--- src/rtl/muldiv_sequencer.sv ---
// ---------------------------------------------------------------------------
// muldiv_sequencer
//
// Iterative multiply/divide unit that owns the architectural HI/LO registers
// of the pipelined MIPS core. It runs MULT/MULTU as a 32-step shift-add and
// DIV/DIVU as a 32-step restoring divide over magnitudes. A final FIX cycle
// applies the sign correction and writes HI/LO. MTHI/MTLO write HI/LO
// directly from IDLE in a single edge.
//
// Ports:
//   clk     in   system clock, all state changes on the rising edge
//   reset   in   synchronous active-high reset (aborts any in-flight op)
//   start   in   EX-stage mul/div-class instruction valid this cycle
//   op      in   000 MULT, 001 MULTU, 010 DIV, 011 DIVU, 100 MTHI, 101 MTLO,
//                11x reserved (ignored)
//   rs_val  in   forwarded rs operand (multiplicand / dividend / MT source)
//   rt_val  in   forwarded rt operand (multiplier / divisor)
//   mf_req  in   MFHI/MFLO present in the ID stage
//   busy    out  operation in flight (RUN or FIX)
//   stall   out  stall request to the hazard unit (busy & (start | mf_req))
//   done    out  one-cycle pulse after HI/LO were written by MULT/DIV
//   hi, lo  out  architectural HI/LO registers
// ---------------------------------------------------------------------------
module muldiv_sequencer #(
    parameter int WIDTH = 32,
    parameter int CNT_W = 5
) (
    input  logic             clk,
    input  logic             reset,
    input  logic             start,
    input  logic [2:0]       op,
    input  logic [WIDTH-1:0] rs_val,
    input  logic [WIDTH-1:0] rt_val,
    input  logic             mf_req,
    output logic             busy,
    output logic             stall,
    output logic             done,
    output logic [WIDTH-1:0] hi,
    output logic [WIDTH-1:0] lo
);

    localparam logic [2:0] OP_MTHI = 3'b100;
    localparam logic [2:0] OP_MTLO = 3'b101;

    localparam logic [CNT_W-1:0] CNT_LAST = CNT_W'(WIDTH - 1);

    typedef enum logic [1:0] {
        ST_IDLE = 2'd0,
        ST_RUN  = 2'd1,
        ST_FIX  = 2'd2
    } state_t;

    // -----------------------------------------------------------------------
    // State
    // -----------------------------------------------------------------------
    state_t               state_reg,    state_next;
    logic [CNT_W-1:0]     cnt_reg,      cnt_next;
    // Shared working register:
    //   multiply: {partial product upper half, remaining multiplier bits}
    //   divide:   {partial remainder, dividend bits shifting into quotient}
    logic [2*WIDTH-1:0]   acc_reg,      acc_next;
    // Multiplicand magnitude (multiply) or divisor magnitude (divide).
    logic [WIDTH-1:0]     b_reg,        b_next;
    // Raw rs value, returned as HI on divide by zero.
    logic [WIDTH-1:0]     rs_raw_reg,   rs_raw_next;
    logic                 sign_a_reg,   sign_a_next;
    logic                 sign_b_reg,   sign_b_next;
    logic                 is_div_reg,   is_div_next;
    logic                 div_zero_reg, div_zero_next;
    logic [WIDTH-1:0]     hi_reg,       hi_next;
    logic [WIDTH-1:0]     lo_reg,       lo_next;
    logic                 done_reg,     done_next;

    // -----------------------------------------------------------------------
    // Operand decode for the launch edge
    // -----------------------------------------------------------------------
    logic             op_is_muldiv;
    logic             op_is_div;
    logic             op_signed;
    logic             sign_a_in;
    logic             sign_b_in;
    logic [WIDTH-1:0] abs_a_in;
    logic [WIDTH-1:0] abs_b_in;

    assign op_is_muldiv = ~op[2];
    assign op_is_div    = op[1];
    assign op_signed    = ~op[0];
    // Unsigned ops treat both operands as non-negative magnitudes.
    assign sign_a_in    = op_signed & rs_val[WIDTH-1];
    assign sign_b_in    = op_signed & rt_val[WIDTH-1];
    // -0x80000000 wraps to 0x80000000, which is the correct unsigned
    // magnitude 2^31, so no special case is needed for the most negative value.
    assign abs_a_in     = sign_a_in ? (-rs_val) : rs_val;
    assign abs_b_in     = sign_b_in ? (-rt_val) : rt_val;

    // -----------------------------------------------------------------------
    // One multiply iteration: conditional add into the upper half, keeping
    // the carry so the right shift brings it back in as the new MSB.
    // -----------------------------------------------------------------------
    logic [WIDTH:0]     mul_sum;
    logic [WIDTH:0]     mul_upper;
    logic [2*WIDTH-1:0] mul_step;

    assign mul_sum   = {1'b0, acc_reg[2*WIDTH-1:WIDTH]} + {1'b0, b_reg};
    assign mul_upper = acc_reg[0] ? mul_sum : {1'b0, acc_reg[2*WIDTH-1:WIDTH]};
    assign mul_step  = {mul_upper, acc_reg[WIDTH-1:1]};

    // -----------------------------------------------------------------------
    // One restoring-divide iteration. The shifted remainder needs WIDTH+1
    // bits because the previous remainder can be as large as divisor-1, which
    // may already use the top bit. After a successful subtract the result is
    // below the divisor, so WIDTH bits always hold the new remainder.
    // -----------------------------------------------------------------------
    logic [WIDTH:0]     div_shift;
    logic               div_ge;
    logic [WIDTH-1:0]   div_diff;
    logic [WIDTH-1:0]   div_rem;
    logic [2*WIDTH-1:0] div_step;

    assign div_shift = {acc_reg[2*WIDTH-1:WIDTH], acc_reg[WIDTH-1]};
    assign div_ge    = (div_shift >= {1'b0, b_reg});
    assign div_diff  = div_shift[WIDTH-1:0] - b_reg;
    assign div_rem   = div_ge ? div_diff : div_shift[WIDTH-1:0];
    assign div_step  = {div_rem, acc_reg[WIDTH-2:0], div_ge};

    // -----------------------------------------------------------------------
    // Sign correction applied in FIX
    // -----------------------------------------------------------------------
    logic               neg_result;
    logic [2*WIDTH-1:0] prod_fix;
    logic [WIDTH-1:0]   quot_raw;
    logic [WIDTH-1:0]   rem_raw;
    logic [WIDTH-1:0]   quot_fix;
    logic [WIDTH-1:0]   rem_fix;

    assign neg_result = sign_a_reg ^ sign_b_reg;
    assign prod_fix   = neg_result ? (-acc_reg) : acc_reg;
    assign quot_raw   = acc_reg[WIDTH-1:0];
    assign rem_raw    = acc_reg[2*WIDTH-1:WIDTH];
    assign quot_fix   = neg_result ? (-quot_raw) : quot_raw;
    // The remainder follows the dividend's sign (truncating division).
    assign rem_fix    = sign_a_reg ? (-rem_raw) : rem_raw;

    // -----------------------------------------------------------------------
    // Next-state / datapath logic
    // -----------------------------------------------------------------------
    always_comb begin
        state_next    = state_reg;
        cnt_next      = cnt_reg;
        acc_next      = acc_reg;
        b_next        = b_reg;
        rs_raw_next   = rs_raw_reg;
        sign_a_next   = sign_a_reg;
        sign_b_next   = sign_b_reg;
        is_div_next   = is_div_reg;
        div_zero_next = div_zero_reg;
        hi_next       = hi_reg;
        lo_next       = lo_reg;
        done_next     = 1'b0;

        case (state_reg)
            ST_IDLE: begin
                if (start) begin
                    if (op_is_muldiv) begin
                        state_next    = ST_RUN;
                        cnt_next      = '0;
                        rs_raw_next   = rs_val;
                        sign_a_next   = sign_a_in;
                        sign_b_next   = sign_b_in;
                        is_div_next   = op_is_div;
                        div_zero_next = op_is_div & (rt_val == '0);
                        if (op_is_div) begin
                            // Remainder starts at zero, dividend shifts in.
                            acc_next = {{WIDTH{1'b0}}, abs_a_in};
                            b_next   = abs_b_in;
                        end else begin
                            // Upper half accumulates, multiplier shifts out.
                            acc_next = {{WIDTH{1'b0}}, abs_b_in};
                            b_next   = abs_a_in;
                        end
                    end else if (op == OP_MTHI) begin
                        hi_next = rs_val;
                    end else if (op == OP_MTLO) begin
                        lo_next = rs_val;
                    end
                end
            end

            ST_RUN: begin
                acc_next = is_div_reg ? div_step : mul_step;
                cnt_next = cnt_reg + CNT_W'(1);
                if (cnt_reg == CNT_LAST) begin
                    state_next = ST_FIX;
                end
            end

            ST_FIX: begin
                state_next = ST_IDLE;
                cnt_next   = '0;
                done_next  = 1'b1;
                if (!is_div_reg) begin
                    hi_next = prod_fix[2*WIDTH-1:WIDTH];
                    lo_next = prod_fix[WIDTH-1:0];
                end else if (div_zero_reg) begin
                    // The iterations still ran but their result is discarded.
                    hi_next = rs_raw_reg;
                    lo_next = {WIDTH{1'b1}};
                end else begin
                    hi_next = rem_fix;
                    lo_next = quot_fix;
                end
            end

            default: begin
                state_next = ST_IDLE;
            end
        endcase
    end

    // -----------------------------------------------------------------------
    // State register
    // -----------------------------------------------------------------------
    always_ff @(posedge clk) begin
        if (reset) begin
            state_reg    <= ST_IDLE;
            cnt_reg      <= '0;
            acc_reg      <= '0;
            b_reg        <= '0;
            rs_raw_reg   <= '0;
            sign_a_reg   <= 1'b0;
            sign_b_reg   <= 1'b0;
            is_div_reg   <= 1'b0;
            div_zero_reg <= 1'b0;
            hi_reg       <= '0;
            lo_reg       <= '0;
            done_reg     <= 1'b0;
        end else begin
            state_reg    <= state_next;
            cnt_reg      <= cnt_next;
            acc_reg      <= acc_next;
            b_reg        <= b_next;
            rs_raw_reg   <= rs_raw_next;
            sign_a_reg   <= sign_a_next;
            sign_b_reg   <= sign_b_next;
            is_div_reg   <= is_div_next;
            div_zero_reg <= div_zero_next;
            hi_reg       <= hi_next;
            lo_reg       <= lo_next;
            done_reg     <= done_next;
        end
    end

    // -----------------------------------------------------------------------
    // Outputs
    // -----------------------------------------------------------------------
    assign busy  = (state_reg != ST_IDLE);
    // While idle the unit never stalls: HI/LO are registers, so an MF in the
    // done cycle already sees the final result.
    assign stall = busy & (start | mf_req);
    assign done  = done_reg;
    assign hi    = hi_reg;
    assign lo    = lo_reg;

endmodule

--- config.mk ---
export PLATFORM = sky130hd
export DESIGN_NAME = muldiv_sequencer
export DESIGN_NICKNAME = d
export VERILOG_FILES = /design/src/rtl/muldiv_sequencer.sv
export SDC_FILE = /design/constraint.sdc
export NUM_CORES = 1
export LEC_CHECK = 0
export CAP_MARGIN = 25
export CORE_MARGIN = 3
export CORE_UTILIZATION = 62
export DETAILED_ROUTE_END_ITERATION = 8
export GPL_ROUTABILITY_DRIVEN = 0
export HOLD_SLACK_MARGIN = 0.06
export PLACE_DENSITY = 0.84
export SYNTH_ARGS = -nofsm -noshare
export SYNTH_HDL_FRONTEND = slang
export SYNTH_SLANG_ARGS = --single-unit
export TNS_END_PERCENT = 1
--- constraint.sdc ---
create_clock -name clk -period 6.5 [get_ports clk]
set_input_delay 1.95 -clock clk [delete_from_list [all_inputs] [get_ports clk]]
set_output_delay 1.95 -clock clk [all_outputs]
set_load 0.005 [all_outputs]
Word level (Yosys, flattened, before mapping)
Index checks and enable logic that the tools add are counted.
Storage, ports and cells
  latch bits: 0
  register bits after elaboration: 204
  memories kept: 0
  logic and storage cells: 87
  input bits: 71
  RAM bits: 0
  ROM bits: 0
  output and inout port bits: 67
Operators by class
  equal/unequal tests: 12
  reductions and logical operators: 12
  bitwise logic cells: 8
  multipliers: 0
  add/subtract/negate cells: 8
  shifts and indexed selects: 0
  div/mod/pow operators: 0
  multiplexer cells: 34
  order comparisons: 1
Operators by type and width (number)
  32-bit 2-to-1 mux: 18
  64-bit 2-to-1 mux: 4
  32-bit negation: 4
  32-bit case mux with 2 select lines: 2
  64-bit case mux with 2 select lines: 1
  64-bit negation: 1
  32-bit by 32-bit adder with 33-bit output: 1
  33-bit by 32-bit greater-or-equal comparator with 1-bit output: 1
  33-bit 2-to-1 mux: 1
  32-bit logical NOT: 1
  32-bit subtractor: 1
  5-bit case mux with 3 select lines: 1
  2-bit != test (second input constant): 7
  3-bit AND reduction: 4
  5-bit 2-to-1 mux: 2
  3-bit == test (second input constant): 2
  2-bit 2-to-1 mux: 3
  2-bit nonzero test: 3
  5-bit by 1-bit adder with 5-bit output (second input constant): 1
  5-bit == test (second input constant): 1
  5-bit AND reduction: 1
  1-bit bitwise AND: 4
  2-bit case mux with 2 select lines: 1
  4-bit AND reduction: 1
  other kinds (8): 9

Longest topological paths before layout
  depth after elaboration: 7
  depth in mapped cells: 14
  depth with buffers taken out: 13

Worst setup path after synthesis
Ideal clock, no wire load.
  path kind: in2reg
  start point: in rs_val[13]
  end point: reg acc_reg[30]
  required time: 6368 ps
  library setup time: 132 ps
  path buffers: 1
  data arrival time: 4264 ps
  cell stages on the path: 10
  slack: 2104 ps
  cell sequence: buf_2 or4_1 or4_1 or3_1 nor2_1 a21oi_1 xnor2_1 o22ai_1 o21ai_0 a21oi_1
Between the ends
  longest elaborated chain between the ends: 6
Ends and longest elaborated chain
  from (decl): line 32  | input logic [WIDTH-1:0] rs_val,
  32-bit negation: line 93  | assign abs_a_in = sign_a_in ? (-rs_val) : rs_val;
  32-bit 2-to-1 mux: line 93
  32-bit 2-to-1 mux: line 172  | if (op_is_div) begin
  64-bit 2-to-1 mux: line 164  | if (op_is_muldiv) begin
  64-bit 2-to-1 mux: line 163  | if (start) begin
  64-bit case mux with 2 select lines: line 161  | case (state_reg)
  to (signal assigned): line 240  | acc_reg <= acc_next;
  to (decl): line 61  | logic [2*WIDTH-1:0] acc_reg, acc_next;
Every way passes these cells. The select of a mux whose other input is x is not followed.
A chain may end at the register's enable or synchronous reset.

Final worst setup path
  start point: in start
  end point: out stall
Between the ends
  longest elaborated chain between the ends: 2
Ends and longest elaborated chain
  from (decl): line 30  | input logic start,
  1-bit OR: line 259  | assign stall = busy & (start | mf_req);
  1-bit bitwise AND: line 259
  to (decl): line 36  | output logic stall,
Every way passes these cells.

==> impl_metrics.env <==
export IMPL_antenna_found_initial=2
export IMPL_clk_latency_ns=0.55
export IMPL_cp_arrival_ns=3.05
export IMPL_period_needed_ns=5.00
export IMPL_ant_nets=0
export IMPL_switchingPower_mw=1.75
export IMPL_finalCritPeriodShare=0.769
export IMPL_yosysWarningCount=0
export IMPL_worstPathRequired_ns=4.55
export IMPL_multiInputGateArea_mm2=0.0119
export IMPL_synth_seq_area_share=0.241
export IMPL_cp_end_kind="output pin"
export IMPL_postCtsSetupBuffers=0
export IMPL_cts_root_buf="clkbuf_16"
export IMPL_portBuffers=137
export IMPL_rsz0062_at_grt="no"
export IMPL_synth_edf_count=0
export IMPL_wirelength_mm=64.0
export IMPL_leakage_nw=7.06
export IMPL_fillers=2141
export IMPL_wl_per_cell_um=23.5
export IMPL_design_area_mm2=0.0191
export IMPL_drt_vias_per_instance=7.09
export IMPL_yosys_top_cells_count="nand2_1, a21oi_1, nor2_1"
export IMPL_tritoncts="built"
export IMPL_drt_pass1_iter_count=6
export IMPL_clock_skew_ns=0.0313
export IMPL_cts_sinks=204
export IMPL_cts_clk_slew_worst_paths_ns=0.06
export IMPL_core_area_mm2=0.0265
export IMPL_dieArea_mm2=0.0294
export IMPL_numCtsBuffers=23
export IMPL_cts_path_max_buffers=3
export IMPL_status="completed"
export IMPL_syn_cell_area_mm2=0.0170
export IMPL_ios=138
export IMPL_pwr_density_cell_mw_per_mm2=237
export IMPL_async_flop_share=0
export IMPL_synth_top_area_cell="dfxtp_1"
export IMPL_yosysMostFrequentCell="nand2_1"
export IMPL_yosysUniqueCellTypes=74
export IMPL_hold_path_class="flip-flop to flip-flop"
export IMPL_fin_setup_tns_ns=0
export IMPL_largest_reg_flops=64
export IMPL_final_layout_size_suffix_gt1_frac=0.0462
export IMPL_grt_pass1_wl_mm=97.5
export IMPL_p_int_mw=2.77
export IMPL_power_frac_comb=0.357
export IMPL_worst_slew_margin_rel=0.266
export IMPL_drt_iter0_markers=3117
export IMPL_area_growth_pct=12.3
export IMPL_die_h_um=171
export IMPL_holdBufCountCts=0
export IMPL_worstPathMaxFanout=3
export IMPL_grt_max_degree=70
export IMPL_dpl_hpwl_mm=46.1
export IMPL_synth_avg_cell_area_um2=7.14
export IMPL_grt_pass1_vias=17900
export IMPL_synth_nets=2522
export IMPL_post_cts_resized=0
export IMPL_power_frac_clock=0.312
export IMPL_start_util=0.641
export IMPL_final_nets=2509
export IMPL_clock_fmax_ghz=0.200
export IMPL_grt_overflow=0
export IMPL_drc=0
export IMPL_tightestPinTransition_ns=1.09
export IMPL_maxSlewViolCount=0
export IMPL_setup_violations=0
export IMPL_startpoint_type="input port"
export IMPL_track_usage=0.417
export IMPL_ys_flop_type="dfxtp_1"
export IMPL_cts_max_level=1
export IMPL_ys_ff_latch=204
export IMPL_postSynthCellCount=2379
export IMPL_utilization=0.719
export IMPL_place_area_mm2=0.0183
export IMPL_swShare=0.388
export IMPL_vias=19300
export IMPL_power_frac_seq=0.331
export IMPL_synth_top_area_share=0.241
export IMPL_whs_ns=0.451
export IMPL_ys_top_cells_by_area="dfxtp_1, a21oi_1, nand2_1"
export IMPL_die_w_um=171
export IMPL_vdd_ir_drop_max_v=0.000231
export IMPL_maxCapViolCount=0
export IMPL_critPathKind="input port to output pin"
export IMPL_rows=59
export IMPL_ff_latch_area_mm2=0.00409
export IMPL_hold_violations=0
==> worst max-delay path, cell delays in order <==
cell and delay [ns]:
clkdlybuf4s50_1 0.50, o21a_1 0.12, clkdlybuf4s50_1 0.49
==> power groups by stage <==
| stage | clock, mW | combinational [mW] | sequential (mW) |
|---|---|---|---|
| after floorplan | 0 | 1.17 | 1.42 |
| after global placement | 0 | 1.51 | 1.51 |
| after detailed placement | 0 | 1.55 | 1.51 |
| after CTS | 1.40 | 1.56 | 1.48 |
| after global routing | 1.45 | 1.74 | 1.50 |
| final | 1.41 | 1.62 | 1.50 |
==> area by class of cell <==
type                            count  share of cell area
Inverter                           71              0.0140
Clock buffer                       28              0.0327
Multi-Input combinational cell   1897               0.623
Antenna cell                        2            0.000263
Clock inverter                     12             0.00873
Sequential cell                   204               0.214
Tap cell                          335              0.0220
Timing Repair Buffer              169              0.0849
==> placed cells by master (no fill, tap or decap), types with 63 or more instances in the layout <==
| master | synthesis | layout |
|---|---|---|
| inv_1 | 69 | 69 |
| a21oi_1 | 254 | 253 |
| nand2_1 | 301 | 300 |
| xnor2_1 | 114 | 113 |
| ha_1 | 70 | 70 |
| nor2_1 | 237 | 232 |
| dfxtp_1 | 204 | 203 |
| o21ai_0 | 144 | 144 |
| xor2_1 | 73 | 72 |
| clkdlybuf4s50_1 | 0 | 135 |
| mux2i_1 | 80 | 80 |
| nor3_1 | 63 | 63 |
==> kinds of logic after synthesis <==
group / count (synthesis) / share of synthesized area
AND/OR/NAND/NOR: 801 / 0.214
adder cells (fa/ha/maj): 72 / 0.0540
multiplexers: 87 / 0.0518
buffers and inverters: 278 / 0.0629
flip-flops: 204 / 0.241
XOR/XNOR: 187 / 0.0965
AO/OA/AOI/OAI: 750 / 0.280
==> final timing paths <==
path / startpoint / slack (ns) / endpoint / cells after the start
worst min register to register: lo[2]$_SDFFE_PP0P_ / 0.45 / lo[2]$_SDFFE_PP0P_ / 2
worst min-delay path: lo[2]$_SDFFE_PP0P_ / 0.45 / lo[2]$_SDFFE_PP0P_ / 2
worst max register to register: acc_reg[34]$_SDFFE_PP0P_ / 2.27 / acc_reg[36]$_SDFFE_PP0P_ / 10
worst max-delay path: start / 1.50 / stall / 3
==> metrics by stage <==
stage	worst slack, ns	cells	power [mW]
2_1_floorplan	2.10	2379	2.59
3_3_place_gp	1.26	2674	3.02
4_1_cts	1.49	2715	4.44
5_1_grt	1.45	2717	4.69
3_5_place_dp	1.18	2675	3.06
6_report	1.50	2718	4.53
==> layer usage <==
layer	track usage	wire [um]	vias up
met2	0.622	27100	1437
li1	-	-	8537
met3	0.106	8970	397
met5	0.00836	13	-
met1	0.526	22600	8892
met4	0.289	5240	2
Note: power is estimated with default switching activity, not from simulation.
